## src/rtl/snake_score_if.sv

```systemverilog
// Game-logic to score-keeper bus: eat/game-over/restart events in, BCD score and record status out.
interface snake_score_if;
    logic        eat;
    logic        game_over;
    logic        restart;
    logic [3:0]  score_data;
    logic [3:0]  score_tens;
    logic [3:0]  score_hund;
    logic [11:0] hi_score;
    logic        new_record;
    logic        saturated;

    modport master (
        output eat, game_over, restart,
        input  score_data, score_tens, score_hund, hi_score, new_record, saturated
    );

    modport slave (
        input  eat, game_over, restart,
        output score_data, score_tens, score_hund, hi_score, new_record, saturated
    );
endinterface

```

## src/rtl/snake_score_keeper.sv

```systemverilog
// Saturating 3-digit BCD score counter for the snake game, with session high score
// and new-record flag; units digit feeds the seven-segment tube driver.
module snake_score_keeper #(
    parameter int unsigned POINTS_PER_EAT = 1
) (
    input  logic          clk,
    input  logic          rst_n,
    snake_score_if.slave  bus
);

    localparam int unsigned DIG_W   = 4;
    localparam int unsigned SCORE_W = 3 * DIG_W;
    localparam int unsigned SUM_W   = DIG_W + 1;

    typedef enum logic {PLAY, OVER} state_t;

    state_t               state;
    logic                 eat_d;
    logic                 go_d;
    logic                 hi_pend;
    logic [DIG_W-1:0]     units;
    logic [DIG_W-1:0]     tens;
    logic [DIG_W-1:0]     hund;
    logic [SCORE_W-1:0]   hi;
    logic                 nr;
    logic                 sat;

    logic                 eat_rise_c;
    logic                 go_rise_c;
    logic [SCORE_W-1:0]   score_c;
    logic [SUM_W-1:0]     u_sum_c;
    logic [SUM_W-1:0]     t_sum_c;
    logic [SUM_W-1:0]     h_sum_c;
    logic                 u_carry_c;
    logic                 t_carry_c;
    logic                 h_carry_c;
    logic [DIG_W-1:0]     u_next_c;
    logic [DIG_W-1:0]     t_next_c;
    logic [DIG_W-1:0]     h_next_c;
    logic [SCORE_W-1:0]   sum_c;

    // Edge detect and ripple BCD add; a hundreds carry means the true sum passed 999.
    always_comb begin
        eat_rise_c = bus.eat & ~eat_d;
        go_rise_c  = bus.game_over & ~go_d;
        score_c    = {hund, tens, units};

        u_sum_c    = SUM_W'(units) + SUM_W'(POINTS_PER_EAT);
        u_carry_c  = (u_sum_c > SUM_W'(9));
        u_next_c   = u_carry_c ? DIG_W'(u_sum_c - SUM_W'(10)) : u_sum_c[DIG_W-1:0];

        t_sum_c    = SUM_W'(tens) + SUM_W'(u_carry_c);
        t_carry_c  = (t_sum_c > SUM_W'(9));
        t_next_c   = t_carry_c ? DIG_W'(t_sum_c - SUM_W'(10)) : t_sum_c[DIG_W-1:0];

        h_sum_c    = SUM_W'(hund) + SUM_W'(t_carry_c);
        h_carry_c  = (h_sum_c > SUM_W'(9));
        h_next_c   = h_sum_c[DIG_W-1:0];

        sum_c      = h_carry_c ? SCORE_W'(12'h999) : {h_next_c, t_next_c, u_next_c};
    end

    // PLAY/OVER control, score, high score and record flag.
    always_ff @(posedge clk) begin
        if (!rst_n) begin
            state   <= PLAY;
            eat_d   <= 1'b0;
            go_d    <= 1'b0;
            hi_pend <= 1'b0;
            units   <= '0;
            tens    <= '0;
            hund    <= '0;
            hi      <= '0;
            nr      <= 1'b0;
            sat     <= 1'b0;
        end else begin
            eat_d   <= bus.eat;
            go_d    <= bus.game_over;
            hi_pend <= 1'b0;

            // hi_pend is only ever set on entry to OVER, so this is the first OVER cycle.
            if (hi_pend && (score_c > hi)) begin
                hi <= score_c;
            end

            if (bus.restart) begin
                state <= PLAY;
                units <= '0;
                tens  <= '0;
                hund  <= '0;
                sat   <= 1'b0;
                nr    <= 1'b0;
            end else if (state == PLAY) begin
                nr <= (score_c > hi);
                if (eat_rise_c) begin
                    {hund, tens, units} <= sum_c;
                    sat                 <= (sum_c == SCORE_W'(12'h999));
                end
                if (go_rise_c) begin
                    state   <= OVER;
                    hi_pend <= 1'b1;
                end
            end
        end
    end

    assign bus.score_data = units;
    assign bus.score_tens = tens;
    assign bus.score_hund = hund;
    assign bus.hi_score   = hi;
    assign bus.new_record = nr;
    assign bus.saturated  = sat;

endmodule

```

## src/flat_wrapper.sv

```systemverilog
// flat-port wrapper written by rule: the top's interface ports become plain ports
module snake_score_keeper_flat 
#(
    parameter int unsigned POINTS_PER_EAT = 1
)
  (clk, rst_n, bus_eat, bus_game_over, bus_restart, bus_score_data, bus_score_tens, bus_score_hund, bus_hi_score, bus_new_record, bus_saturated);
  snake_score_if bus_i ();
  input  logic clk;
  input  logic rst_n;
  input wire logic [$bits(bus_i.eat)-1:0] bus_eat;
  input wire logic [$bits(bus_i.game_over)-1:0] bus_game_over;
  input wire logic [$bits(bus_i.restart)-1:0] bus_restart;
  output wire logic [$bits(bus_i.score_data)-1:0] bus_score_data;
  output wire logic [$bits(bus_i.score_tens)-1:0] bus_score_tens;
  output wire logic [$bits(bus_i.score_hund)-1:0] bus_score_hund;
  output wire logic [$bits(bus_i.hi_score)-1:0] bus_hi_score;
  output wire logic [$bits(bus_i.new_record)-1:0] bus_new_record;
  output wire logic [$bits(bus_i.saturated)-1:0] bus_saturated;
  assign bus_i.eat = bus_eat;
  assign bus_i.game_over = bus_game_over;
  assign bus_i.restart = bus_restart;
  assign bus_score_data = bus_i.score_data;
  assign bus_score_tens = bus_i.score_tens;
  assign bus_score_hund = bus_i.score_hund;
  assign bus_hi_score = bus_i.hi_score;
  assign bus_new_record = bus_i.new_record;
  assign bus_saturated = bus_i.saturated;
  snake_score_keeper #(.POINTS_PER_EAT(POINTS_PER_EAT)) u_core (.clk(clk), .rst_n(rst_n), .bus(bus_i));
endmodule
```

## config.mk

```make
export PLATFORM = sky130hd
export DESIGN_NAME = snake_score_keeper_flat
export DESIGN_NICKNAME = d
export VERILOG_FILES = /design/src/rtl/snake_score_if.sv /design/src/rtl/snake_score_keeper.sv /design/src/flat_wrapper.sv
export SDC_FILE = /design/constraint.sdc
export NUM_CORES = 1
export LEC_CHECK = 0
export CORE_MARGIN = 2
export CORE_UTILIZATION = 30
export CTS_CLUSTER_SIZE = 20
export DETAILED_ROUTE_END_ITERATION = 16
export PLACE_DENSITY = 0.56
export SLEW_MARGIN = 20
export SYNTH_ARGS = -nofsm -noshare
export SYNTH_HDL_FRONTEND = slang
export SYNTH_SLANG_ARGS = --single-unit
```

## constraint.sdc

```tcl
create_clock -name clk -period 13 [get_ports clk]
set_clock_uncertainty 0.05 [all_clocks]
set_input_delay 1.95 -clock clk [delete_from_list [all_inputs] [get_ports clk]]
set_output_delay 1.95 -clock clk [all_outputs]
set_load 0.03 [all_outputs]
```

Word level (Yosys, flattened, before mapping)
Cells that the tools add are included.

Add/subtract/negate cells: 5. Order comparisons: 4. Eq/ne operators: 1. Muxes and demuxes: 5. Bitwise operators: 6. Reduce and logical (&&, ||, !) cells: 4.

Operators by type and width (number): $gt A5 B4 Y1 const B (3); $eq A12 B12 Y1 const B (1); $gt A12 B12 Y1 (1); $mux W12 (1); $add A4 B1 Y5 (2); $mux W4 (2); $sub A4 B4 Y4 const B (2); $add A4 B1 Y5 const B (1); $not A1 Y1 (4); $reduce_or A3 Y1 (1); $and A1 B1 Y1 (2); $mux W1 (2); $reduce_and A2 Y1 (1); $reduce_or A2 Y1 (1); $logic_and A1 B1 Y1 (1).

Register bits: 30. Bits of input ports: 5. Output and inout port bits: 26.

Logic depth before layout (Yosys ltp)
Word-level depth: 8. Depth in mapped cells: 24.

Worst setup path after synthesis
No wires, ideal clock.

Path type: reg-to-reg. Start: register u_core.units[0] (netlist: u_core.bus.score_data[0]). End: register u_core.sat (netlist: u_core.bus.saturated). Library setup time: 0.087 ns. Arrival: 4.449 ns. Setup slack: 8.414 ns. Cell stages (with the launch flop): 25. Period minus slack after synthesis: 4.586 ns. Cell sequence: dfxtp_1 -> inv_1 -> ha_1 -> inv_1 -> ha_1 -> nor2b_1 -> o21bai_1 -> a311oi_1 -> a21boi_0 -> ha_1 -> ha_1 -> buf_2 -> inv_1 -> a21oi_1 -> o22ai_1 -> a21oi_1 -> ha_1 -> ha_1 -> inv_1 -> a21oi_1 -> o221a_2 -> buf_2 -> nor2_1 -> a211o_1 -> o31ai_1.

Longest elaborated chain between the ends: 8.

Ends and longest elaborated chain: start: declaration (line snake_score_keeper.sv:21) `logic [DIG_W-1:0] units;`; start signal: assignment (line snake_score_keeper.sv:96) `{hund, tens, units} <= sum_c;`; $add A4 B1 Y5 * (line snake_score_keeper.sv:48) `u_sum_c = SUM_W'(units) + SUM_W'(POINTS_PER_EAT);`; $gt A5 B4 Y1 (line snake_score_keeper.sv:49) `u_carry_c = (u_sum_c > SUM_W'(9));`; $add A4 B1 Y5 (line snake_score_keeper.sv:52) `t_sum_c = SUM_W'(tens) + SUM_W'(u_carry_c);`; $gt A5 B4 Y1 (line snake_score_keeper.sv:53) `t_carry_c = (t_sum_c > SUM_W'(9));`; $add A4 B1 Y5 (line snake_score_keeper.sv:56) `h_sum_c = SUM_W'(hund) + SUM_W'(t_carry_c);`; $gt A5 B4 Y1 (line snake_score_keeper.sv:57) `h_carry_c = (h_sum_c > SUM_W'(9));`; $mux W12 * (line snake_score_keeper.sv:60) `sum_c = h_carry_c ? SCORE_W'(12'h999) : {h_next_c, t_next_c, u_next_c};`; $eq A12 B12 Y1 * (line snake_score_keeper.sv:97) `sat <= (sum_c == SCORE_W'(12'h999));`; end signal: assignment (line snake_score_keeper.sv:97); end: declaration (line snake_score_keeper.sv:26) `logic sat;`.

Mark *: on every way between the ends. The rest lies on a longest branch, timed or not. A chain may end at the register's enable or synchronous reset.

Worst setup path after layout
Ends and elaborated chain as after synthesis.

==> impl_metrics.sql <==
INSERT INTO impl_metrics (metric_group, metric, value, unit) VALUES
('critical_path', 'end_kind', 'register', ''),
('cells_and_area', 'final_common_cell', 'sky130_fd_sc_hd__nand2_1', ''),
('min_path', 'min-delay-path-class', 'register to register', ''),
('grt', 'grt_pass1_wl', '8390', 'µm'),
('grt', 'groute.layer.met2.usage', '21.4', '%'),
('sta', 'tightest_slew', '0.844', 'ns'),
('cells_and_area', 'area_delta_synth_final', '16.8', '%'),
('cts', 'clk_root_buffer_cell', 'sky130_fd_sc_hd__clkbuf_8', ''),
('power_and_ir_drop', 'peakVddDrop', '0.0382', 'mV'),
('grt', 'grt_util_met1', '19.1', '%'),
('grt', 'grt_usage', '13.5', '%'),
('sta', 'finalSetupTns', '0', 'ns'),
('min_path', 'holdPathStages', '1', ''),
('power_and_ir_drop', 'p_seq_share', '50.0', '%'),
('sta', 'post-route-worst-setup-slack', '8.08', 'ns'),
('yosys', 'synth_ff_type', 'sky130_fd_sc_hd__dfxtp_1', ''),
('sta', 'fin_hold_ws', '0.374', 'ns'),
('status', 'run_status', 'finished clean', ''),
('floorplanning', 'dieArea', '7810', 'µm²'),
('cts', 'ctsHoldBuffers', '0', ''),
('critical_path', 'r2r.worst_path.cells', '22', ''),
('detailed_routing', 'drtAntennaViolNets', '0', ''),
('floorplanning', 'floorplan.io_pins', '31', ''),
('critical_path', 'cp_data_arrival_time', '5.04', 'ns'),
('placed_design', 'numPlacedInstances', '378', ''),
('grt', 'number_of_antenna_violations_at_the_first_check_in_global_routing', '0', ''),
('cts', 'number_of_clock_sinks_seen_by_cts', '30', ''),
('sta', 'hold_viol', '0', ''),
('detailed_routing', 'vias', '1868', ''),
('critical_path', 'worst-path-max-fanout', '10', ''),
('cells_and_area', 'layout_cells_sized_above_1', '3.13', '%'),
('cts', 'worst_setup_hold_path_clk_slew', '0.06', 'ns'),
('sta', 'timing.final.max_slew_violations', '0', ''),
('yosys', 'synth-warning-count', '0', ''),
('critical_path', 'reg2reg_to', 'u_core.bus.saturated$_SDFFE_PP0P_', ''),
('cells_and_area', 'design.final.nets', '314', ''),
('power_and_ir_drop', 'powerDensity', '76.8', 'nW/µm²'),
('power_and_ir_drop', 'pwr-share-comb', '11.8', '%'),
('min_path', 'hp_start', 'u_core.go_d$_SDFF_PN0_', ''),
('cts', 'h-tree-depth', '2', ''),
('power_and_ir_drop', 'power.net_switching', '0.0477', 'mW'),
('detailed_routing', 'routed_wire_length', '4900', 'µm'),
('sta', 'timing.final.crit_share', '37.8', '%'),
('yosys', 'netlist_instances', '268', ''),
('cells_and_area', 'finished_core_util', '36.5', '%'),
('power_and_ir_drop', 'power.share.clock', '38.1', '%'),
('critical_path', 'rrSetupSlack', '8.08', 'ns'),
('cts', 'tritoncts_clock_tree', 'built', ''),
('sta', 'grt_setup_unrepaired', 'false', ''),
('floorplanning', 'placeableCoreArea', '6830', 'µm²'),
('floorplanning', 'num_rows', '30', ''),
('yosys', 'synth_top_area_share', '28.1', '%'),
('yosys', 'yosys.area_share.adder', '11.7', '%'),
('cells_and_area', 'antenna_cells', '0', ''),
('floorplanning', 'die_w', '88.4', 'µm'),
('grt', 'via_count_of_the_first_global_routing_pass', '1717', ''),
('cts', 'clkLatencyLatePin', '0.27', 'ns'),
('cts', 'numCtsBuffers', '5', ''),
('critical_path', 'r2r-start', 'u_core.bus.score_data[0]$_SDFFE_PP0P_', ''),
('yosys', 'synth_area', '2130', 'µm²'),
('power_and_ir_drop', 'power_report.internal_total', '0.144', 'mW'),
('yosys', 'synth-async-reset-ratio', '0', '%'),
('power_and_ir_drop', 'power.total', '0.191', 'mW'),
('yosys', 'post_synth_and_or_nand_nor_area_fraction', '22.8', '%'),
('cts', 'cts_max_path_buffers', '2', ''),
('yosys', 'synth_fp_nets', '293', ''),
('detailed_routing', 'drt-pass1-iter-count', '4', ''),
('placed_design', 'placed_area', '2410', 'µm²'),
('yosys', 'synthTopCellsByArea', 'sky130_fd_sc_hd__dfxtp_1, sky130_fd_sc_hd__ha_1, sky130_fd_sc_hd__nand2_1', ''),
('power_and_ir_drop', 'sw_frac_of_total', '24.9', '%'),
('sta', 'finalCriticalPeriod', '4.92', 'ns');
[synthesized netlist by cell type (4+ instances only)]
cell and count:
sky130_fd_sc_hd__o21ai_0 12, sky130_fd_sc_hd__a21oi_1 20, sky130_fd_sc_hd__nand2_1 38, sky130_fd_sc_hd__xnor2_1 4, sky130_fd_sc_hd__nor2_1 17, sky130_fd_sc_hd__nor2b_1 5, sky130_fd_sc_hd__nand4_1 4, sky130_fd_sc_hd__clkbuf_8 5
sky130_fd_sc_hd__mux2i_1 14, sky130_fd_sc_hd__nand3_1 6, sky130_fd_sc_hd__dfxtp_1 30, sky130_fd_sc_hd__ha_1 20, sky130_fd_sc_hd__a21o_1 4, sky130_fd_sc_hd__nor3_1 7, sky130_fd_sc_hd__nand2b_1 5, sky130_fd_sc_hd__inv_1 24
sky130_fd_sc_hd__clkbuf_1 5, sky130_fd_sc_hd__nand3b_1 4
[logic make-up (layout without fill, tap and decap cells)]
family	after synthesis	count (layout)
AO/OA/AOI/OAI	60	60
XOR/XNOR	4	4
adder cells (fa/ha/maj)	20	20
buffers and inverters	41	61
flip-flops	30	30
multiplexers	14	14
AND/OR/NAND/NOR	99	99
[power groups by stage]
| stage | sequential [mW] | clock [mW] | combinational, mW |
|---|---|---|---|
| 2_1_floorplan | 0.0986 | 0 | 0.0162 |
| 3_3_place_gp | 0.0978 | 0 | 0.0224 |
| 3_5_place_dp | 0.0978 | 0 | 0.0225 |
| 4_1_cts | 0.0957 | 0.0771 | 0.0227 |
| 5_1_grt | 0.0960 | 0.0809 | 0.0250 |
| 6_report | 0.0958 | 0.0729 | 0.0227 |
[layout make-up]
cell class	instances	area [µm²]
Sequential cell	30	601
Inverter	24	90.1
Tap cell	96	120
Fill cell	739	4340
Multi-Input combinational cell	197	1290
Timing Repair Buffer	31	308
Clock buffer	6	82.6
[worst max-delay path, stage by stage (launching register included)]
cell                       delay [ns]
sky130_fd_sc_hd__dfxtp_1         0.47
sky130_fd_sc_hd__inv_1           0.15
sky130_fd_sc_hd__ha_1            0.41
sky130_fd_sc_hd__inv_1           0.16
sky130_fd_sc_hd__ha_1            0.16
sky130_fd_sc_hd__nor2b_1         0.16
sky130_fd_sc_hd__o21bai_1        0.08
sky130_fd_sc_hd__a311oi_1        0.32
sky130_fd_sc_hd__a21boi_0        0.24
sky130_fd_sc_hd__ha_1            0.21
sky130_fd_sc_hd__ha_1            0.35
sky130_fd_sc_hd__inv_1           0.15
sky130_fd_sc_hd__a21oi_1         0.07
sky130_fd_sc_hd__o22ai_1         0.13
sky130_fd_sc_hd__a21oi_1         0.06
sky130_fd_sc_hd__ha_1            0.21
sky130_fd_sc_hd__ha_1            0.31
sky130_fd_sc_hd__inv_1           0.06
sky130_fd_sc_hd__a21oi_1         0.14
sky130_fd_sc_hd__o221a_2         0.32
sky130_fd_sc_hd__nor2_1          0.09
sky130_fd_sc_hd__a211o_1         0.26
sky130_fd_sc_hd__o31ai_1         0.24
[sequential cells by signal, summed over array words and instances (netlist names)]
signal / cells
u_core.bus.score_data: 4
u_core.bus.score_hund: 4
u_core.bus.score_tens: 4
u_core.state: 1
u_core.bus.hi_score: 12
u_core.hi_pend: 1
u_core.bus.new_record: 1
u_core.eat_d: 1
u_core.bus.saturated: 1
u_core.go_d: 1
[metal layers]
layer,vias to the layer above,wire [µm]
li1,973,-
met1,850,2470
met2,41,2160
met3,4,235
met4,0,27
met5,-,0
[worst max-delay path by stage]
| stage | slack, ns | to | start |
|---|---|---|---|
| 2_1_floorplan | 8.41 | u_core.bus.saturated$_SDFFE_PP0P_ | u_core.bus.score_data[0]$_SDFFE_PP0P_ |
| 3_3_place_gp | 8.23 | u_core.bus.saturated$_SDFFE_PP0P_ | u_core.bus.score_data[0]$_SDFFE_PP0P_ |
| 3_5_place_dp | 8.15 | u_core.bus.saturated$_SDFFE_PP0P_ | u_core.bus.score_data[0]$_SDFFE_PP0P_ |
| 4_1_cts | 8.08 | u_core.bus.saturated$_SDFFE_PP0P_ | u_core.bus.score_data[0]$_SDFFE_PP0P_ |
| 5_1_grt | 7.49 | u_core.bus.saturated$_SDFFE_PP0P_ | u_core.bus.score_data[0]$_SDFFE_PP0P_ |
| 6_report | 8.08 | u_core.bus.saturated$_SDFFE_PP0P_ | u_core.bus.score_data[0]$_SDFFE_PP0P_ |
Note: power is estimated with default switching activity, not from simulation.
